<file path="src/rtl/proc_pkg.sv">
// Shared processor definitions: bus controller state encoding, region codes
// and the default memory map.
package proc_pkg;

    typedef enum logic [3:0] {
        IDLE   = 4'b0001,
        SETUP  = 4'b0010,
        STROBE = 4'b0100,
        DONE   = 4'b1000
    } state_t;

    typedef enum logic [1:0] {
        REG_RAM = 2'd0,
        REG_IO  = 2'd1,
        REG_ROM = 2'd2
    } region_t;

    localparam int unsigned DEF_RAM_WAIT = 0;
    localparam int unsigned DEF_ROM_WAIT = 1;
    localparam int unsigned DEF_IO_WAIT  = 2;

    localparam logic [15:0] DEF_RAM_TOP = 16'h7FFF;
    localparam logic [15:0] DEF_IO_BASE = 16'h8000;
    localparam logic [15:0] DEF_IO_TOP  = 16'h80FF;

endpackage

</file>
<file path="src/rtl/bus_ctrl_if.sv">
// Core-side request/acknowledge bus between the 6502 core (master) and the
// memory bus controller (slave).
interface bus_ctrl_if;

    logic        req;
    logic        we;
    logic [15:0] addr;
    logic [7:0]  wdata;
    logic [7:0]  rdata;
    logic        ack;
    logic        err;
    logic        busy;

    modport master (
        output req, we, addr, wdata,
        input  rdata, ack, err, busy
    );

    modport slave (
        input  req, we, addr, wdata,
        output rdata, ack, err, busy
    );

endinterface

</file>
<file path="src/rtl/bus_ctrl_decode.sv">
// Address decoder: maps a core address to its memory region and the number
// of extra strobe cycles that region needs.
module bus_decode
    import proc_pkg::*;
#(
    parameter int unsigned RAM_WAIT = DEF_RAM_WAIT,
    parameter int unsigned ROM_WAIT = DEF_ROM_WAIT,
    parameter int unsigned IO_WAIT  = DEF_IO_WAIT,
    parameter logic [15:0] RAM_TOP  = DEF_RAM_TOP,
    parameter logic [15:0] IO_BASE  = DEF_IO_BASE,
    parameter logic [15:0] IO_TOP   = DEF_IO_TOP
) (
    input  logic [15:0] addr,
    output region_t     region,
    output logic [2:0]  wait_cnt
);

    // RAM wins over I/O if the windows are ever configured to overlap.
    always_comb begin
        region   = REG_ROM;
        wait_cnt = 3'(ROM_WAIT);
        if (addr <= RAM_TOP) begin
            region   = REG_RAM;
            wait_cnt = 3'(RAM_WAIT);
        end else if ((addr >= IO_BASE) && (addr <= IO_TOP)) begin
            region   = REG_IO;
            wait_cnt = 3'(IO_WAIT);
        end
    end

endmodule

</file>
<file path="src/rtl/bus_ctrl.sv">
// Memory bus controller: turns single-byte core requests into chip-enable,
// output-enable and write strobes with per-region wait states.
module bus_ctrl
    import proc_pkg::*;
#(
    parameter int unsigned RAM_WAIT = DEF_RAM_WAIT,
    parameter int unsigned ROM_WAIT = DEF_ROM_WAIT,
    parameter int unsigned IO_WAIT  = DEF_IO_WAIT,
    parameter logic [15:0] RAM_TOP  = DEF_RAM_TOP,
    parameter logic [15:0] IO_BASE  = DEF_IO_BASE,
    parameter logic [15:0] IO_TOP   = DEF_IO_TOP
) (
    input  logic        clk,
    input  logic        resetn,
    bus_ctrl_if.slave   core,
    output logic [15:0] mem_addr,
    output logic [7:0]  mem_wdata,
    input  logic [7:0]  mem_rdata,
    output logic        mem_ce_ram,
    output logic        mem_ce_io,
    output logic        mem_ce_rom,
    output logic        mem_oe,
    output logic        mem_we
);

    if ((RAM_WAIT > 7) || (ROM_WAIT > 7) || (IO_WAIT > 7)) begin : g_wait_range
        $error("bus_ctrl: wait-state parameters must be in the range 0..7");
    end

    state_t      state, state_nxt;
    region_t     dec_region, region_q;
    logic [2:0]  dec_wait, wcnt;
    logic        we_q;
    logic [7:0]  rdata_q;
    logic        ce_act;
    logic        oe_nxt, we_nxt, ack_nxt, err_nxt;

    bus_decode #(
        .RAM_WAIT (RAM_WAIT),
        .ROM_WAIT (ROM_WAIT),
        .IO_WAIT  (IO_WAIT),
        .RAM_TOP  (RAM_TOP),
        .IO_BASE  (IO_BASE),
        .IO_TOP   (IO_TOP)
    ) u_decode (
        .addr     (core.addr),
        .region   (dec_region),
        .wait_cnt (dec_wait)
    );

    always_ff @(posedge clk) begin
        if (!resetn) state <= IDLE;
        else         state <= state_nxt;
    end

    always_ff @(posedge clk) begin
        if (!resetn) begin
            we_q      <= 1'b0;
            region_q  <= REG_RAM;
            wcnt      <= '0;
            mem_addr  <= '0;
            mem_wdata <= '0;
            rdata_q   <= '0;
        end else begin
            case (state)
                IDLE: begin
                    if (core.req) begin
                        we_q      <= core.we;
                        region_q  <= dec_region;
                        wcnt      <= dec_wait;
                        mem_addr  <= core.addr;
                        mem_wdata <= core.wdata;
                    end
                end
                STROBE: begin
                    if (wcnt != '0)
                        wcnt <= wcnt - 3'd1;
                    else if (!we_q)
                        rdata_q <= mem_rdata;
                end
                default: ;
            endcase
        end
    end

    always_comb begin
        state_nxt = state;
        ce_act    = 1'b0;
        oe_nxt    = 1'b0;
        we_nxt    = 1'b0;
        ack_nxt   = 1'b0;
        err_nxt   = 1'b0;
        case (state)
            IDLE: begin
                if (core.req) state_nxt = SETUP;
            end
            SETUP: begin
                ce_act    = 1'b1;
                state_nxt = STROBE;
            end
            STROBE: begin
                ce_act = 1'b1;
                oe_nxt = !we_q;
                // ROM cannot be written: keep the strobe quiet, flag it at DONE.
                we_nxt = we_q && (region_q != REG_ROM);
                if (wcnt == '0) state_nxt = DONE;
            end
            DONE: begin
                ack_nxt   = 1'b1;
                err_nxt   = we_q && (region_q == REG_ROM);
                state_nxt = IDLE;
            end
            default: state_nxt = IDLE;
        endcase
    end

    assign mem_ce_ram = ce_act && (region_q == REG_RAM);
    assign mem_ce_io  = ce_act && (region_q == REG_IO);
    assign mem_ce_rom = ce_act && (region_q == REG_ROM);
    assign mem_oe     = oe_nxt;
    assign mem_we     = we_nxt;

    assign core.rdata = rdata_q;
    assign core.ack   = ack_nxt;
    assign core.err   = err_nxt;
    assign core.busy  = (state != IDLE);

endmodule

</file>
<file path="src/flat_wrapper.sv">
// flat-port wrapper written by rule: the top's interface ports become plain ports
module bus_ctrl_flat import proc_pkg::*;
#(
    parameter int unsigned RAM_WAIT = DEF_RAM_WAIT,
    parameter int unsigned ROM_WAIT = DEF_ROM_WAIT,
    parameter int unsigned IO_WAIT  = DEF_IO_WAIT,
    parameter logic [15:0] RAM_TOP  = DEF_RAM_TOP,
    parameter logic [15:0] IO_BASE  = DEF_IO_BASE,
    parameter logic [15:0] IO_TOP   = DEF_IO_TOP
)
  (clk, resetn, mem_addr, mem_wdata, mem_rdata, mem_ce_ram, mem_ce_io, mem_ce_rom, mem_oe, mem_we, core_req, core_we, core_addr, core_wdata, core_rdata, core_ack, core_err, core_busy);
  bus_ctrl_if core_i ();
  input  logic clk;
  input  logic resetn;
  output logic [15:0] mem_addr;
  output logic [7:0] mem_wdata;
  input  logic [7:0] mem_rdata;
  output logic mem_ce_ram;
  output logic mem_ce_io;
  output logic mem_ce_rom;
  output logic mem_oe;
  output logic mem_we;
  input wire logic [$bits(core_i.req)-1:0] core_req;
  input wire logic [$bits(core_i.we)-1:0] core_we;
  input wire logic [$bits(core_i.addr)-1:0] core_addr;
  input wire logic [$bits(core_i.wdata)-1:0] core_wdata;
  output wire logic [$bits(core_i.rdata)-1:0] core_rdata;
  output wire logic [$bits(core_i.ack)-1:0] core_ack;
  output wire logic [$bits(core_i.err)-1:0] core_err;
  output wire logic [$bits(core_i.busy)-1:0] core_busy;
  assign core_i.req = core_req;
  assign core_i.we = core_we;
  assign core_i.addr = core_addr;
  assign core_i.wdata = core_wdata;
  assign core_rdata = core_i.rdata;
  assign core_ack = core_i.ack;
  assign core_err = core_i.err;
  assign core_busy = core_i.busy;
  bus_ctrl #(.RAM_WAIT(RAM_WAIT), .ROM_WAIT(ROM_WAIT), .IO_WAIT(IO_WAIT), .RAM_TOP(RAM_TOP), .IO_BASE(IO_BASE), .IO_TOP(IO_TOP)) u_core (.clk(clk), .resetn(resetn), .core(core_i), .mem_addr(mem_addr), .mem_wdata(mem_wdata), .mem_rdata(mem_rdata), .mem_ce_ram(mem_ce_ram), .mem_ce_io(mem_ce_io), .mem_ce_rom(mem_ce_rom), .mem_oe(mem_oe), .mem_we(mem_we));
endmodule
</file>
<file path="config.mk">
export PLATFORM = sky130hd
export DESIGN_NAME = bus_ctrl_flat
export DESIGN_NICKNAME = d
export VERILOG_FILES = /design/src/rtl/proc_pkg.sv /design/src/rtl/bus_ctrl_if.sv /design/src/rtl/bus_ctrl_decode.sv /design/src/rtl/bus_ctrl.sv /design/src/flat_wrapper.sv
export SDC_FILE = /design/constraint.sdc
export NUM_CORES = 1
export LEC_CHECK = 0
export ABC_CLOCK_PERIOD_IN_PS = 2000
export CAP_MARGIN = 10
export CORE_MARGIN = 5
export CORE_UTILIZATION = 34
export CTS_CLUSTER_DIAMETER = 30
export CTS_CLUSTER_SIZE = 40
export DETAILED_ROUTE_END_ITERATION = 12
export GPL_TIMING_DRIVEN = 0
export PLACE_DENSITY_LB_ADDON = 0.08
export SLEW_MARGIN = 20
export SYNTH_ARGS = -nofsm -noshare
export SYNTH_HDL_FRONTEND = slang
export SYNTH_SLANG_ARGS = --single-unit
</file>
<file path="constraint.sdc">
create_clock -name clk -period 2 [get_ports clk]
set_clock_uncertainty 0.15 [all_clocks]
set_input_delay 0.2 -clock clk [delete_from_list [all_inputs] [get_ports clk]]
set_output_delay 0.2 -clock clk [all_outputs]
set_load 0.03 [all_outputs]
</file>
==> results.yml, run 1 <==
setup_path:
  worst-path-buf-inv: 3
  rr_startpoint: "u_core.state[1]$_SDFFE_PN0P_"
  rr_worst_depth: 7
  end_kind: "primary output"
  worst_setup_path_start_kind: "register"
  rrSetupSlack_ns: 0.10
  cp.required_ns: 1.65
  path_cells: "buf_6 > or4b_4 > buf_6 > nor2_2 > buf_4"
  cp_max_fo: 8
  slowest_stage: "or4b_4"
  reg2reg_to: "u_core.core.rdata[0]$_SDFFE_PN0P_"
  crit_family: "simple AND/OR/NAND/NOR gates"
  cp.arrival_ns: 1.59
  timing.critical_path.depth: 5
  endpoint: "mem_oe"
  path_class: "register to primary output"
  startpoint: "u_core.state[1]$_SDFFE_PN0P_"
  slowest_delay_ns: 0.48
  critPathMostFrequentCell: "buf_6"
global_routing:
  use_met2_pct: 23.0
  grt_pass1_vias: 1575
  grt_use_met3_pct: 6.39
  grt_busiest_layer: "met2"
  grt_max_degree: 13
  use_met1_pct: 17.8
  overflow: 0
  grtUsageTotal_pct: 14.7
  grt_antenna_before_repair: 0
  grt_pass1_wl_mm: 7.44
synthesis:
  synth-seq-cells: 42
  synthSimpleGateAreaFrac_pct: 26.6
  seq_area_frac_synth_pct: 50.2
  synth_compound_area_share_pct: 10.5
  postSynthCellCount: 201
  synth_top_family_by_area: "simple AND/OR/NAND/NOR gates"
  synth_area_mm2: 0.00168
  synthMuxAreaShare_pct: 5.38
  synth_warnings: 0
  synth_xor_area_share_pct: 0.523
  ys_types: 30
  avgSynthCellArea_um2: 8.34
  synth_fa_ha_area_share_pct: 1.49
  syn_nets: 239
clocking:
  clk_path_buf_depth: 2
  clock_latency_ns: 0.29
  cts.clk_slew.worst_paths_ns: 0.08
  cts_buffers: 5
  cts_sinks: 42
  htreeDepth: 2
  root_buffer: "clkbuf_8"
  cts_hold_buffers: 0
  cts_tree: "built"
power_and_ir_drop:
  netSwitchingFraction_pct: 27.9
  powerDensity_mw_per_mm2: 669
  p_int_uw: 1280
  combPwrFrac_pct: 20.6
  p_leak_uw: 0.00100
  finalPower_uw: 1780
  ir_drop_mv: 0.432
  p_switching_uw: 496
  seqPwrFrac_pct: 50.8
  pwr-share-clk_pct: 28.5
min_path:
  hold_start: "core_wdata[3]"
  hold_path_class: "primary input to register"
layout:
  fin_util_pct: 55.9
  seqCellArea_um2: 843
  multi_input_area_um2: 790
  nets: 323
  n_antenna_cell: 0
  layout-drive-gt1-share_pct: 10.9
  fillers: 472
  syn_to_final_growth_pct: 58.6
timing:
  setup_viol: 0
  tightest_slew_ns: 0.460
  drv_slew: 0
  fmax_mhz: 517
  rsz0062_at_grt: "false"
  timing.final.crit_share_pct: 96.8
  relSlewSlack_pct: 69.3
  timing.final.crit_period_ns: 1.94
  hold_viol_final: 0
  fin_ws_ns: 0.0646
floorplan:
  dieArea_mm2: 0.00643
  rows: 25
  die_w_um: 80.2
  die_h_um: 80.2
  ios: 76
  initial_core_util_pct: 35.2
  core_area_mm2: 0.00475
routing:
  dr.first_iter.drc_count: 57
  drt_wl_total_mm: 4.51
  drt-pass1-iter-count: 4
  drc: 0
  wl_per_cell_um: 12.8
  drtAntennaViolNets: 0
  num_vias: 1622
  viasPerCell: 4.61
place:
  port_buffers: 75
  hpwl_mm: 3.42
  gp_congestion: 0.783
  place_worst_setup_slack_ns: -0.373
job:
  drv_cap: 0
run_status:
  status: "finished clean"
[synthesized netlist by cell type]
master	n	share of area [%]
a211oi_1	1	0.45
a21oi_1	29	8.7
a22oi_1	1	0.45
a311oi_1	1	0.52
a31oi_1	1	0.37
and2_1	1	0.37
and3_1	1	0.37
and4b_1	1	0.60
buf_2	3	0.90
buf_4	1	0.45
buf_6	2	1.3
clkbuf_1	7	1.6
dfxtp_1	42	50
ha_1	2	1.5
inv_1	5	1.1
mux2i_1	9	5.4
nand2_1	58	13
nand2b_1	3	1.1
nand3_1	3	0.90
nand3b_1	2	0.90
nor2_1	14	3.1
nor3_1	4	1.2
nor3_4	1	0.97
nor3b_1	1	0.45
nor4_1	1	0.37
nor4b_1	3	1.6
or3_1	1	0.37
or4_1	1	0.45
or4b_4	1	0.82
xor2_1	1	0.52
[stage by stage]
| stage | cell area [µm²] | hold WS [ns] | TNS [ns] | instances |
|---|---|---|---|---|
| 2_1_floorplan | 1680 | 0.166 | 0 | 201 |
| 3_3_place_gp | 2520 | 0.291 | -4.23 | 343 |
| 3_5_place_dp | 2520 | 0.298 | -4.47 | 343 |
| 4_1_cts | 2640 | 0.288 | 0 | 351 |
| 5_1_grt | 2660 | 0.294 | 0 | 352 |
| 6_report | 2660 | 0.302 | 0 | 352 |
[cells in the final DEF, fill, tap and decap left out, types with 2 or more instances in the layout]
master	instances
clkdlybuf4s50_1	67
nand2_1	58
dfxtp_1	40
a21oi_1	29
nor2_1	13
mux2i_1	9
inv_1	5
clkbuf_1	5
clkbuf_8	5
nor3_1	4
buf_2	4
buf_6	3
nand2b_1	3
clkbuf_2	3
nand3_1	3
nor4b_4	2
nand3b_1	2
ha_1	2
clkinv_2	2
dlygate4sd2_1	2
clkdlybuf4s15_2	2
buf_4	2
dfxtp_2	2
[registers in the layout (all words and copies together) (netlist names)]
name,count
u_core.core.rdata,8
u_core.mem_addr,16
u_core.mem_wdata,8
u_core.region_q,2
u_core.state,4
u_core.wcnt,3
u_core.we_q,1
[cell type report]
type,count,share of cell area [%]
Tap cell,67,3.15
Multi-Input combinational cell,141,29.7
Clock buffer,5,2.59
Clock inverter,2,0.377
Sequential cell,42,31.7
Timing Repair Buffer,77,28.8
Inverter,5,0.706
Buffer,13,2.92
[kinds of logic (layout without fill, tap and decap cells)]
family	Yosys count	in the layout
adders and majority gates	2	2
and+or+nand+nor	96	96
DFF	42	42
muxes	9	9
AOI/OAI and AO/OA	33	33
xor gates and xnor gates	1	1
buffers and inverters	18	102
[how the worst min path moves through the flow]
stage,end,slack [ns],cells after the start
global route,u_core.mem_addr[3]$_SDFFE_PN0P_,0.29,3
floorplan,u_core.state[2]$_SDFFE_PN0P_,0.17,2
detailed placement,u_core.mem_addr[15]$_SDFFE_PN0P_,0.30,2
CTS,u_core.mem_addr[5]$_SDFFE_PN0P_,0.29,3
global placement,u_core.mem_addr[10]$_SDFFE_PN0P_,0.29,2
finish,u_core.mem_wdata[3]$_SDFFE_PN0P_,0.30,3
[power by group through the flow]
| stage | Clock (µW) | Combinational, µW | Sequential (µW) |
|---|---|---|---|
| 4_1_cts | 532 | 370 | 903 |
| 3_3_place_gp | 0 | 366 | 920 |
| 2_1_floorplan | 0 | 126 | 982 |
| 3_5_place_dp | 0 | 366 | 921 |
| 6_report | 507 | 367 | 904 |
| 5_1_grt | 566 | 398 | 910 |
[layer usage]
metal | wire length [µm] | vias to the layer above
li1 | - | 834
met1 | 1950 | 736
met2 | 2070 | 44
met3 | 430 | 8
met4 | 62 | 0
met5 | 0 | -
[timing repair]
item                                    in CTS  in global routing
resized for setup                           26                 13
buffers inserted                             1                  1
pin swaps                                    1                  1
endpoints found under the setup margin      36                 25
[worst register-to-register path: cells and delay by family, from the launching register on]
family,cells,cell delay (ns)
DFF,1,0.31
and+or+nand+nor,3,0.68
buffers and inverters,3,0.45
muxes,1,0.19
Power figures use the tool's default switching activity.
==> run 2, diff against run 1 <==
--- a/config.mk
+++ b/config.mk
@@ -8,7 +8,7 @@
 export ABC_CLOCK_PERIOD_IN_PS = 2000
 export CAP_MARGIN = 10
 export CORE_MARGIN = 5
-export CORE_UTILIZATION = 34
+export CORE_UTILIZATION = 37
 export CTS_CLUSTER_DIAMETER = 30
 export CTS_CLUSTER_SIZE = 40
 export DETAILED_ROUTE_END_ITERATION = 12
==> results.yml, run 2 (same netlist as run 1, synthesis figures left out) <==
clocking:
  clock_latency_ns: 0.29
  cts.clk_slew.worst_paths_ns: 0.07
  cts_buffers: 5
  htreeDepth: 2
  cts_sinks: 42
  clk_path_buf_depth: 2
  cts_hold_buffers: 0
  root_buffer: "clkbuf_8"
  cts_tree: "built"
power_and_ir_drop:
  p_int_uw: 1320
  combPwrFrac_pct: 20.1
  ir_drop_mv: 0.465
  powerDensity_mw_per_mm2: 694
  p_leak_uw: 0.000995
  p_switching_uw: 497
  seqPwrFrac_pct: 49.6
  pwr-share-clk_pct: 30.3
  netSwitchingFraction_pct: 27.3
  finalPower_uw: 1820
floorplan:
  ios: 76
  die_h_um: 77.3
  core_area_mm2: 0.00438
  die_w_um: 77.3
  rows: 24
  dieArea_mm2: 0.00597
  initial_core_util_pct: 38.2
global_routing:
  grt_pass1_vias: 1580
  grtUsageTotal_pct: 14.9
  grt_pass1_wl_mm: 7.13
  overflow: 0
  grt_antenna_before_repair: 0
  grt_max_degree: 13
layout:
  regMostFlops: "u_core.mem_addr"
  fillers: 411
  syn_to_final_growth_pct: 56.6
  layout-drive-gt1-share_pct: 9.86
  layout_commonest_cell: "clkdlybuf4s50_1"
  final_cell_mix: "clkdlybuf4s50_1, nand2_1, dfxtp_1, a21oi_1, nor2_1"
  multi_input_area_um2: 787
  nets: 321
  design_area_mm2: 0.00262
  n_antenna_cell: 0
  largest_reg_flops: 16
  seqCellArea_um2: 845
timing:
  tightest_slew_ns: 0.468
  rsz0062_at_grt: "false"
  timing.final.crit_share_pct: 95.8
  drv_slew: 0
  hold_viol_final: 0
  setup_viol: 0
  holdWs_ns: 0.297
  fmax_mhz: 522
  timing.final.crit_period_ns: 1.92
  relSlewSlack_pct: 68.8
setup_path:
  cp.required_ns: 1.65
  reg2reg_to: "u_core.core.rdata[1]$_SDFFE_PN0P_"
  rrSetupSlack_ns: 0.17
  rr_worst_depth: 6
  cp.arrival_ns: 1.57
  rr_startpoint: "u_core.state[1]$_SDFFE_PN0P_"
  cp_max_fo: 6
  path_class: "register to primary output"
  end_kind: "primary output"
  worst_setup_path_start_kind: "register"
place:
  gp_congestion: 0.739
  port_buffers: 75
  placed_area_mm2: 0.00250
  hpwl_mm: 3.27
min_path:
  worstHoldEndpoint: "u_core.mem_addr[6]$_SDFFE_PN0P_"
  hold_start: "core_addr[6]"
  min_path_cells: 3
  hold_path_class: "primary input to register"
routing:
  dr.first_iter.drc_count: 37
  drtAntennaViolNets: 0
  viasPerCell: 4.68
  wl_per_cell_um: 13.1
  drc: 0
  num_vias: 1574
  drt_wl_total_mm: 4.40
  drt-pass1-iter-count: 4
job:
  drv_cap: 0
run_status:
  status: "finished clean"
[run 2: cell count changes in the layout (fill, tap and decap cells not counted), sizes merged]
cell and change:
clkdlybuf4s15 -1, buf -1, clkbuf +2, clkinv -1
[run 2: power by group through the flow]
stage	combinational [µW]	sequential, µW	clock [µW]
after global placement	365	919	0
after detailed placement	365	920	0
final	366	903	553
after global routing	398	908	604
after floorplan	126	982	0
after CTS	369	902	581
[run 2: through the flow]
stage          worst slack [ns]  instances  util, %  TNS (ns)
6_report                 0.0842        336     59.8         0
5_1_grt                0.000544        336     59.8         0
4_1_cts                  0.0201        337     60.0         0
3_5_place_dp             -0.385        328     57.0     -3.46
3_3_place_gp             -0.375        328     57.0     -4.39
2_1_floorplan            0.0573        201        -         0
[run 2: per-layer routing]
metal	up-vias	part of all wire [%]	global-route usage, %
met5	-	0	0
met4	0	1.6	6.36
met3	8	9.5	7.61
met2	43	45	23.7
met1	691	44	16.6
li1	832	-	-
[run 2: what timing repair did]
action,4_1_cts,5_1_grt
cloned,0,0
pin swaps,1,1
gates resized for setup,27,11
endpoints found under the setup margin,35,25
setup buffers,1,0
[run 2: area by class of cell]
| type | instances | share of cell area, % |
|---|---|---|
| inverters | 5 | 0.715 |
| well taps | 52 | 2.48 |
| plain buffers | 12 | 2.48 |
| clock buffers | 7 | 3.29 |
| flip-flops and latches | 42 | 32.2 |
| repair buffers | 76 | 28.7 |
| multi-input cells | 141 | 30.0 |
| clock inverters | 1 | 0.191 |
[run 2: worst max-delay path: stages (launching register included)]
cell	delay, ns
dfxtp_2	0.38
nor4b_4	0.40
and3_1	0.20
clkdlybuf4s15_2	0.29
[run 2: worst max-delay path by stage]
stage / from / endpoint / slack, ns / depth (start not counted)
global route: u_core.state[2]$_SDFFE_PN0P_ / mem_we / 0.0005 / 4
detailed placement: u_core.state[2]$_SDFFE_PN0P_ / mem_we / -0.38 / 4
CTS: u_core.state[2]$_SDFFE_PN0P_ / mem_ce_ram / 0.02 / 5
global placement: u_core.state[2]$_SDFFE_PN0P_ / mem_we / -0.38 / 4
finish: u_core.state[3]$_SDFFE_PN0P_ / mem_we / 0.08 / 3
floorplan: u_core.state[1]$_SDFFE_PN0P_ / u_core.core.rdata[0]$_SDFFE_PN0P_ / 0.06 / 6
